## src/rtl/ram_pkg.sv

```systemverilog
// Shared types and helpers for the simple dual-port RAM.
// State encoding for the clear-sweep FSM and the address-width default.
package ram_pkg;

    typedef enum logic {
        ST_INIT  = 1'b0,
        ST_READY = 1'b1
    } ram_state_t;

    // Address width for a given depth, never narrower than one bit.
    function automatic int clog2_min1(input int depth);
        return (depth > 2) ? $clog2(depth) : 1;
    endfunction

endpackage

```

## src/rtl/ram_array.sv

```systemverilog
// Storage array for ram_sdp: byte-enable write port, registered read port.
// Callers must only present in-range addresses with we/re asserted.
module ram_array import ram_pkg::*; #(
    parameter int DATA_W = 8,
    parameter int BYTE_W = 8,
    parameter int DEPTH  = 8,
    parameter int ADDR_W = clog2_min1(DEPTH),
    localparam int NUM_BYTES = DATA_W / BYTE_W
) (
    input  logic                 clk,
    input  logic                 we,
    input  logic [ADDR_W-1:0]    waddr,
    input  logic [NUM_BYTES-1:0] wbe,
    input  logic [DATA_W-1:0]    wdata,
    input  logic                 re,
    input  logic [ADDR_W-1:0]    raddr,
    output logic [DATA_W-1:0]    rdata
);

    logic [DATA_W-1:0] mem [DEPTH];

    // NOTE: the array and its read register carry no reset so the tools can
    // map them onto block RAM; the owner clears contents with a sweep instead.
    always_ff @(posedge clk) begin
        if (we) begin
            for (int i = 0; i < NUM_BYTES; i++) begin
                if (wbe[i]) begin
                    mem[waddr][i*BYTE_W +: BYTE_W] <= wdata[i*BYTE_W +: BYTE_W];
                end
            end
        end
        if (re) begin
            rdata <= mem[raddr];
        end
    end

endmodule

```

## src/rtl/ram_sdp.sv

```systemverilog
// Simple dual-port RAM with byte enables, range checking and a clear sweep.
// Optional macro RAM_BYPASS_EN forwards same-cycle writes to a colliding read.
module ram_sdp import ram_pkg::*; #(
    parameter int              DATA_W   = 8,
    parameter int              BYTE_W   = 8,
    parameter int              DEPTH    = 8,
    parameter int              ADDR_W   = clog2_min1(DEPTH),
    parameter int              OUT_REG  = 0,
    parameter logic [DATA_W-1:0] INIT_VAL = '0,
    localparam int             NUM_BYTES = DATA_W / BYTE_W
) (
    input  logic                 clk,
    input  logic                 rst_n,
    input  logic                 clr,
    output logic                 busy,
    input  logic                 wr_en,
    input  logic [ADDR_W-1:0]    wr_addr,
    input  logic [NUM_BYTES-1:0] wr_be,
    input  logic [DATA_W-1:0]    wr_data,
    input  logic                 rd_en,
    input  logic [ADDR_W-1:0]    rd_addr,
    output logic [DATA_W-1:0]    rd_data,
    output logic                 rd_valid,
    output logic                 addr_err
);

    localparam logic [ADDR_W:0]   DEPTH_L = (ADDR_W+1)'(DEPTH);
    localparam logic [ADDR_W-1:0] LAST    = ADDR_W'(DEPTH - 1);

    ram_state_t        state, state_d;
    logic [ADDR_W-1:0] cnt, cnt_d;

    logic ready, wr_in, rd_in, wr_ok, rd_ok;

    assign ready = (state == ST_READY);
    assign busy  = ~ready;
    assign wr_in = ({1'b0, wr_addr} < DEPTH_L);
    assign rd_in = ({1'b0, rd_addr} < DEPTH_L);
    assign wr_ok = ready & wr_en & wr_in;
    assign rd_ok = ready & rd_en & rd_in;

    // NOTE: sequential state uses non-blocking assignments only, so every
    // register samples the pre-edge values regardless of process order.
    always_ff @(posedge clk or negedge rst_n) begin
        if (!rst_n) begin
            state <= ST_INIT;
            cnt   <= '0;
        end else begin
            state <= state_d;
            cnt   <= cnt_d;
        end
    end

    // NOTE: every output of this block gets a default first; a path that
    // skips an assignment would otherwise infer a latch.
    always_comb begin
        state_d = state;
        cnt_d   = cnt;
        unique case (state)
            ST_INIT: begin
                if (cnt == LAST) begin
                    state_d = ST_READY;
                    cnt_d   = '0;
                end else begin
                    cnt_d = cnt + 1'b1;
                end
            end
            ST_READY: begin
                if (clr) begin
                    state_d = ST_INIT;
                    cnt_d   = '0;
                end
            end
            default: begin
                state_d = ST_INIT;
                cnt_d   = '0;
            end
        endcase
    end

    // The sweep owns the write port while the FSM is in INIT.
    logic                 arr_we;
    logic [ADDR_W-1:0]    arr_waddr;
    logic [NUM_BYTES-1:0] arr_wbe;
    logic [DATA_W-1:0]    arr_wdata;
    logic [DATA_W-1:0]    arr_q;

    assign arr_we    = ready ? wr_ok   : 1'b1;
    assign arr_waddr = ready ? wr_addr : cnt;
    assign arr_wbe   = ready ? wr_be   : {NUM_BYTES{1'b1}};
    assign arr_wdata = ready ? wr_data : INIT_VAL;

    ram_array #(
        .DATA_W (DATA_W),
        .BYTE_W (BYTE_W),
        .DEPTH  (DEPTH),
        .ADDR_W (ADDR_W)
    ) u_array (
        .clk   (clk),
        .we    (arr_we),
        .waddr (arr_waddr),
        .wbe   (arr_wbe),
        .wdata (arr_wdata),
        .re    (rd_ok),
        .raddr (rd_addr),
        .rdata (arr_q)
    );

    // First read stage: remembers how to interpret the array output.
    logic              s1_valid, keep_mem_q;
    logic [DATA_W-1:0] s1_data;

    always_ff @(posedge clk or negedge rst_n) begin
        if (!rst_n) begin
            s1_valid   <= 1'b0;
            keep_mem_q <= 1'b0;
            addr_err   <= 1'b0;
        end else begin
            s1_valid <= ready & rd_en;
            if (ready & rd_en) begin
                keep_mem_q <= rd_in;
            end
            addr_err <= ready & ((wr_en & ~wr_in) | (rd_en & ~rd_in));
        end
    end

`ifdef RAM_BYPASS_EN
    logic [NUM_BYTES-1:0] fwd_be_q;
    logic [DATA_W-1:0]    fwd_data_q;

    always_ff @(posedge clk or negedge rst_n) begin
        if (!rst_n) begin
            fwd_be_q   <= '0;
            fwd_data_q <= '0;
        end else if (ready & rd_en) begin
            fwd_be_q   <= (rd_ok && wr_ok && (wr_addr == rd_addr)) ? wr_be : '0;
            fwd_data_q <= wr_data;
        end
    end

    always_comb begin
        s1_data = '0;
        for (int i = 0; i < NUM_BYTES; i++) begin
            if (fwd_be_q[i]) begin
                s1_data[i*BYTE_W +: BYTE_W] = fwd_data_q[i*BYTE_W +: BYTE_W];
            end else if (keep_mem_q) begin
                s1_data[i*BYTE_W +: BYTE_W] = arr_q[i*BYTE_W +: BYTE_W];
            end
        end
    end
`else
    assign s1_data = keep_mem_q ? arr_q : '0;
`endif

    generate
        if (OUT_REG != 0) begin : g_out_reg
            logic              s2_valid;
            logic [DATA_W-1:0] s2_data;

            always_ff @(posedge clk or negedge rst_n) begin
                if (!rst_n) begin
                    s2_valid <= 1'b0;
                    s2_data  <= '0;
                end else begin
                    s2_valid <= s1_valid;
                    if (s1_valid) begin
                        s2_data <= s1_data;
                    end
                end
            end

            assign rd_valid = s2_valid;
            assign rd_data  = s2_data;
        end else begin : g_no_out_reg
            assign rd_valid = s1_valid;
            assign rd_data  = s1_data;
        end
    endgenerate

endmodule
```

## config.mk

```make
export PLATFORM = sky130hd
export DESIGN_NAME = ram_sdp
export DESIGN_NICKNAME = d
export VERILOG_FILES = /design/src/rtl/ram_pkg.sv /design/src/rtl/ram_array.sv /design/src/rtl/ram_sdp.sv
export SDC_FILE = /design/constraint.sdc
export NUM_CORES = 1
export LEC_CHECK = 0
export ABC_AREA = 0
export BUFFER_PORTS_ARGS = -buffer_cell sky130_fd_sc_hd__clkbuf_2
export CAP_MARGIN = 20
export CELL_PAD_IN_SITES_DETAIL_PLACEMENT = 1
export CELL_PAD_IN_SITES_GLOBAL_PLACEMENT = 1
export CORE_ASPECT_RATIO = 0.75
export CORE_UTILIZATION = 50
export CTS_CLUSTER_DIAMETER = 100
export DETAILED_ROUTE_END_ITERATION = 10
export PLACE_DENSITY_LB_ADDON = 0.1
export SLEW_MARGIN = 20
export SYNTH_ARGS = -nofsm -noshare
export SYNTH_HDL_FRONTEND = slang
export SYNTH_SLANG_ARGS = --single-unit
```

## constraint.sdc

```tcl
create_clock -name clk -period 3.6 [get_ports clk]
set_input_delay 0.72 -clock clk [delete_from_list [all_inputs] [get_ports clk]]
set_output_delay 0.72 -clock clk [all_outputs]
set_load 0.01 [all_outputs]
```

# == Word-level counts from Yosys, hierarchy flattened ==
# Memories as Yosys holds them, arrays and structs flattened. A register that Yosys moved wholly into a read port is not among the register bits.
# Index checks and enable logic that the tools add are counted.
# word_totals
register_bits,6
ramBits,64
in_bits,20
out_inout_bits,11
n_memories,1
# memory_table
memory,depth,width,read_ports,rd_ports_with_merged_regs,write_ports,line_no,rtl
u_array.mem,8,8,1,1,1,ram_array.sv:20,logic [DATA_W-1:0] mem [DEPTH];
# classes
n_addsub,1
eq_ne,2
muxes,14
n_bitwise,3
# op_table
operator,n
8-bit two-way mux,2
3-bit two-way mux,3
1-bit two-way mux,7
3-bit one-hot mux with 2 select lines,1
"3-bit by 1-bit adder with 3-bit output, second input constant",1
"3-bit equality test, second input constant",1
1-bit AND,2
"2-bit != test, second input constant",1
1-bit one-hot mux with 2 select lines,1
1-bit inverter,1

# == Depth between registers and ports, before layout ==
# logic_depth
word_depth,4
mapped_depth,4
mapped_depth_nobuf,4

# == Cells and area by module ==
# A second synthesis with hierarchy kept.
# unflattened
hier_cells,159
area_unflattened_um2,3193.1
# modules_own_cells
mod,n_inst,cells_each,area_each_um2
ram_array,1,114,2773.9
ram_sdp,1,45,419.2

# == Worst setup path after synthesis ==
# OpenSTA, ideal clock, no wires.
# synth_path
kind,input port to flip-flop
from,input port wr_addr[1]
to,memory u_array.mem[0][0] (enable)
setup_ps,377
t_arrival_ps,1670
required_time_ps,3223
setup_slack_ps,1553
cell_stages,2
cell_sequence,or3b_2 -> a22oi_1
# synth_via
elab_chain_len,1
# synth_rtl
element,line_no,rtl
start: declaration,ram_sdp.sv:17,"input logic [ADDR_W-1:0] wr_addr,"
3-bit two-way mux,ram_sdp.sv:89,assign arr_waddr = ready ? wr_addr : cnt;
end: declaration,ram_array.sv:20,
# No other way between the ends.

# == Final worst setup path ==
# layout_path
from,register state (netlist: ready)
to,memory u_array.mem[1][4] (enable)
# layout_via
elab_chain_len,4
elab_cells_between_ends,7
# layout_rtl
element,line_no,rtl
start: declaration,ram_sdp.sv:30,"ram_state_t state, state_d;"
start signal: assignment,ram_sdp.sv:49,state <= state_d;
1-bit two-way mux / 1-bit AND (equally long branches),"ram_sdp.sv:90, ram_sdp.sv:39",
1-bit two-way mux (on tied branches),"ram_array.sv:27, ram_sdp.sv:88",
1-bit two-way mux,ram_array.sv:25,if (we) begin
1-bit two-way mux (not written as such),ram_array.sv:28,mem[waddr][i*BYTE_W +: BYTE_W] <= wdata[i*BYTE_W +: BYTE_W];
# Several ways; a longest one is shown, not always the timed one.

==> summary.txt <==
Synth Warn #: 0
Crit path max fanout: 27
Fin cells: 280
Worst Hold Class: in2async
Initial Util: 53.5%
Remaining antenna violation count: 0
First DRT Iteration DRCs: 91
Worst setup path class: reg2reg
Overall global routing resource usage: 20.8%
Crit. End Element: register
CTS Buf Count: 9
Initial antenna violation count: 0
RSZ-0062 raised after global routing: no
Nets: 219
Clk root buf: clkbuf_8
Share of cells above drive strength 1: 30.7%
Period utilization: 69.7%
DRT Pass-1 Iters: 4
Critical Path Slowest Stage Cell: dfrtp_1
Max Freq: 399 MHz
Full die area: 0.00676 mm²
Final core utilization: 60.4%
Cell area after synthesis: 0.00321 mm²
Setup TNS: 0 ns
Hold WS: 0.204 ns
Status: finished clean
CP Launch Type: register
Critical Path Start: ready$_DFF_PN0_
Syn avg cell area: 20.1 µm²
Final setup fails: 0
Actual slew at the worst max-slew pin: 1.05 ns
Chip height: 71.4 µm
Worst setup margin: 1.09 ns
CTS clock-pin slew for the worst setup and hold paths: 0.08 ns
Critical path cell sequence: or3b_2 -> a22oi_1
PostCTS Resize Cnt: 0
CP Buf/Inv Count: 0
Global placement routability congestion: 0.727
Global route overflow: 0
Yosys top cell area share: 67.3%
Worst IR Drop VDD: 0.327 mV
Area leader, netlist: edfxtp_1
H-tree levels: 3
Synth unique cells: 29
Worst r2r src: ready$_DFF_PN0_
Pre-CTS setup slack: 1.06 ns
Final worst path period need: 2.51 ns
Post-CTS Setup Bufs: 0
Leak: 1.31 nW
Worst endpoint required time: 3.56 ns
Total clock sinks: 78
Post-synthesis sequential area ratio: 71.9%
P per Cell Area: 694 mW/mm²
Vias per cell: 5.68
HPWL Detailed: 4250 µm
Core ar.: 0.00601 mm²
Synth top area cells: edfxtp_1 67%, mux4_1 12%, dfrtp_1 4.7%, and2_1 3.3%, mux2_2 2.8%
Mapped Cells: 160
Layout area overhead: 12.8%
Syn nets: 182
Floorplan row count: 24
# placed instances: 263
Fin. Hold Viols: 0
Width of the chip: 94.6 µm
DR WL/cell: 22.4 µm
Largest net degree at the start of global routing: 28
Io pins: 31
Crit-path leading delay family: flip-flops
Dpl cell area: 0.00343 mm²
Register bit total from synthesis: 78
Max Cap Violations: 0
Clock Latency Late Sink: 0.33 ns
CP max stage delay: 0.84 ns
DRC viols: 0
Max-Slew Margin vs Limit: 29.7%
Arr. time, crit path: 2.46 ns
Vias in the first global route: 1704
CTS tree: done
WL final: 6260 µm
CTS max path bufs: 2
First-pass GRT wire length: 9620 µm
Post-route design area: 0.00363 mm²
Cts-stage hold buffer count: 0
Total Power: 2.52 mW
Skew final: 0.00482 ns
Fin. max-slew vios: 0
I/O Buffers: 29
Inserted Diodes: 0
Vias: 1589
[area by class of cell]
type                    count  area (µm²)
clock buffers              11         131
multi-input cells          73         840
fillers                   541        2380
well taps                  78        97.6
clock inverters             5        58.8
inverters                   1        3.75
flip-flops and latches     78        2310
repair buffers             34         183
[final timing paths]
path | slack, ns | end | cells past startpoint
max | 1.09 | u_array.mem[1][4]$_DFFE_PP_ | 2
min | 0.20 | keep_mem_q$_DFFE_PN0P_ | 1
max reg2reg | 1.09 | u_array.mem[1][4]$_DFFE_PP_ | 2
min reg2reg | 0.64 | cnt[0]$_DFFE_PN0P_ | 2
max in group asynchronous | 3.24 | rd_valid$_DFF_PN0_ | 1
min in group clk | 0.62 | ready$_DFF_PN0_ | 2
[placed cells by master (no fill, tap or decap)]
master      netlist  routed
a21oi_1           1       1
a22oi_1           8       8
and2_1           17      17
buf_4             1       4
bufinv_16         0       1
clkbuf_1          3       2
clkbuf_2          0      29
clkbuf_4          0       1
clkbuf_8          0       9
clkinv_2          0       1
clkinvlp_4        0       2
conb_1            1       1
dfrtp_1           6       6
edfxtp_1         72      72
ha_1              2       2
inv_1             1       1
inv_6             0       1
mux2_2            8       8
mux4_1           15      15
mux4_2            1       1
nand2_1           3       3
nand2b_1          1       1
nand3_1           1       1
nand3b_1          3       3
nand4_1           1       1
nand4b_1          1       1
nor2_1            1       1
o22ai_1           1       1
o2bb2ai_1         2       2
or2_2             2       2
or3_1             1       1
or3b_2            3       3
[power by group]
group | switching [mW] | total (mW) | internal [mW] | leakage (nW)
logic | 0.302 | 0.513 | 0.211 | 0.471
registers | 0.0979 | 1.38 | 1.28 | 0.745
clock network | 0.303 | 0.625 | 0.322 | 0.0899
[Yosys cell counts, drive strengths merged]
library cell,count
conb,1
mux2,8
and2,17
mux4,16
or3b,3
nand2b,1
o22ai,1
buf,5
inv,1
nand3,1
or3,1
ha,2
dfrtp,6
nand2,3
or2,2
nand4b,1
clkbuf,3
nor2,1
o2bb2ai,2
nand3b,3
edfxtp,72
a22oi,8
a21oi,1
nand4,1
[state kept, by name, summed over array words and instances, names as in the netlist]
| signal | count |
|---|---|
| u_array.rdata | 8 |
| ready | 1 |
| u_array.mem | 64 |
| cnt | 3 |
| keep_mem_q | 1 |
| rd_valid | 1 |
[logic make-up (layout without fill, tap and decap cells)]
kind of cell | Yosys count | after routing | synth area share [%]
DFF | 78 | 78 | 71.9
and+or+nand+nor | 34 | 34 | 6.70
muxes | 24 | 24 | 15.8
AOI/OAI and AO/OA | 12 | 12 | 2.76
buffers and inverters | 9 | 51 | 1.95
adders and majority gates | 2 | 2 | 0.778
other | 1 | 1 | 0.117
[layer usage]
metal	GRT usage [%]	share of wire, %	routed length [µm]
met2	36.7	52	3240
met4	5.89	1.0	64
met3	4.78	3.5	220
met5	0	0	0
met1	26.1	44	2740
Power figures use the tool's default switching activity.
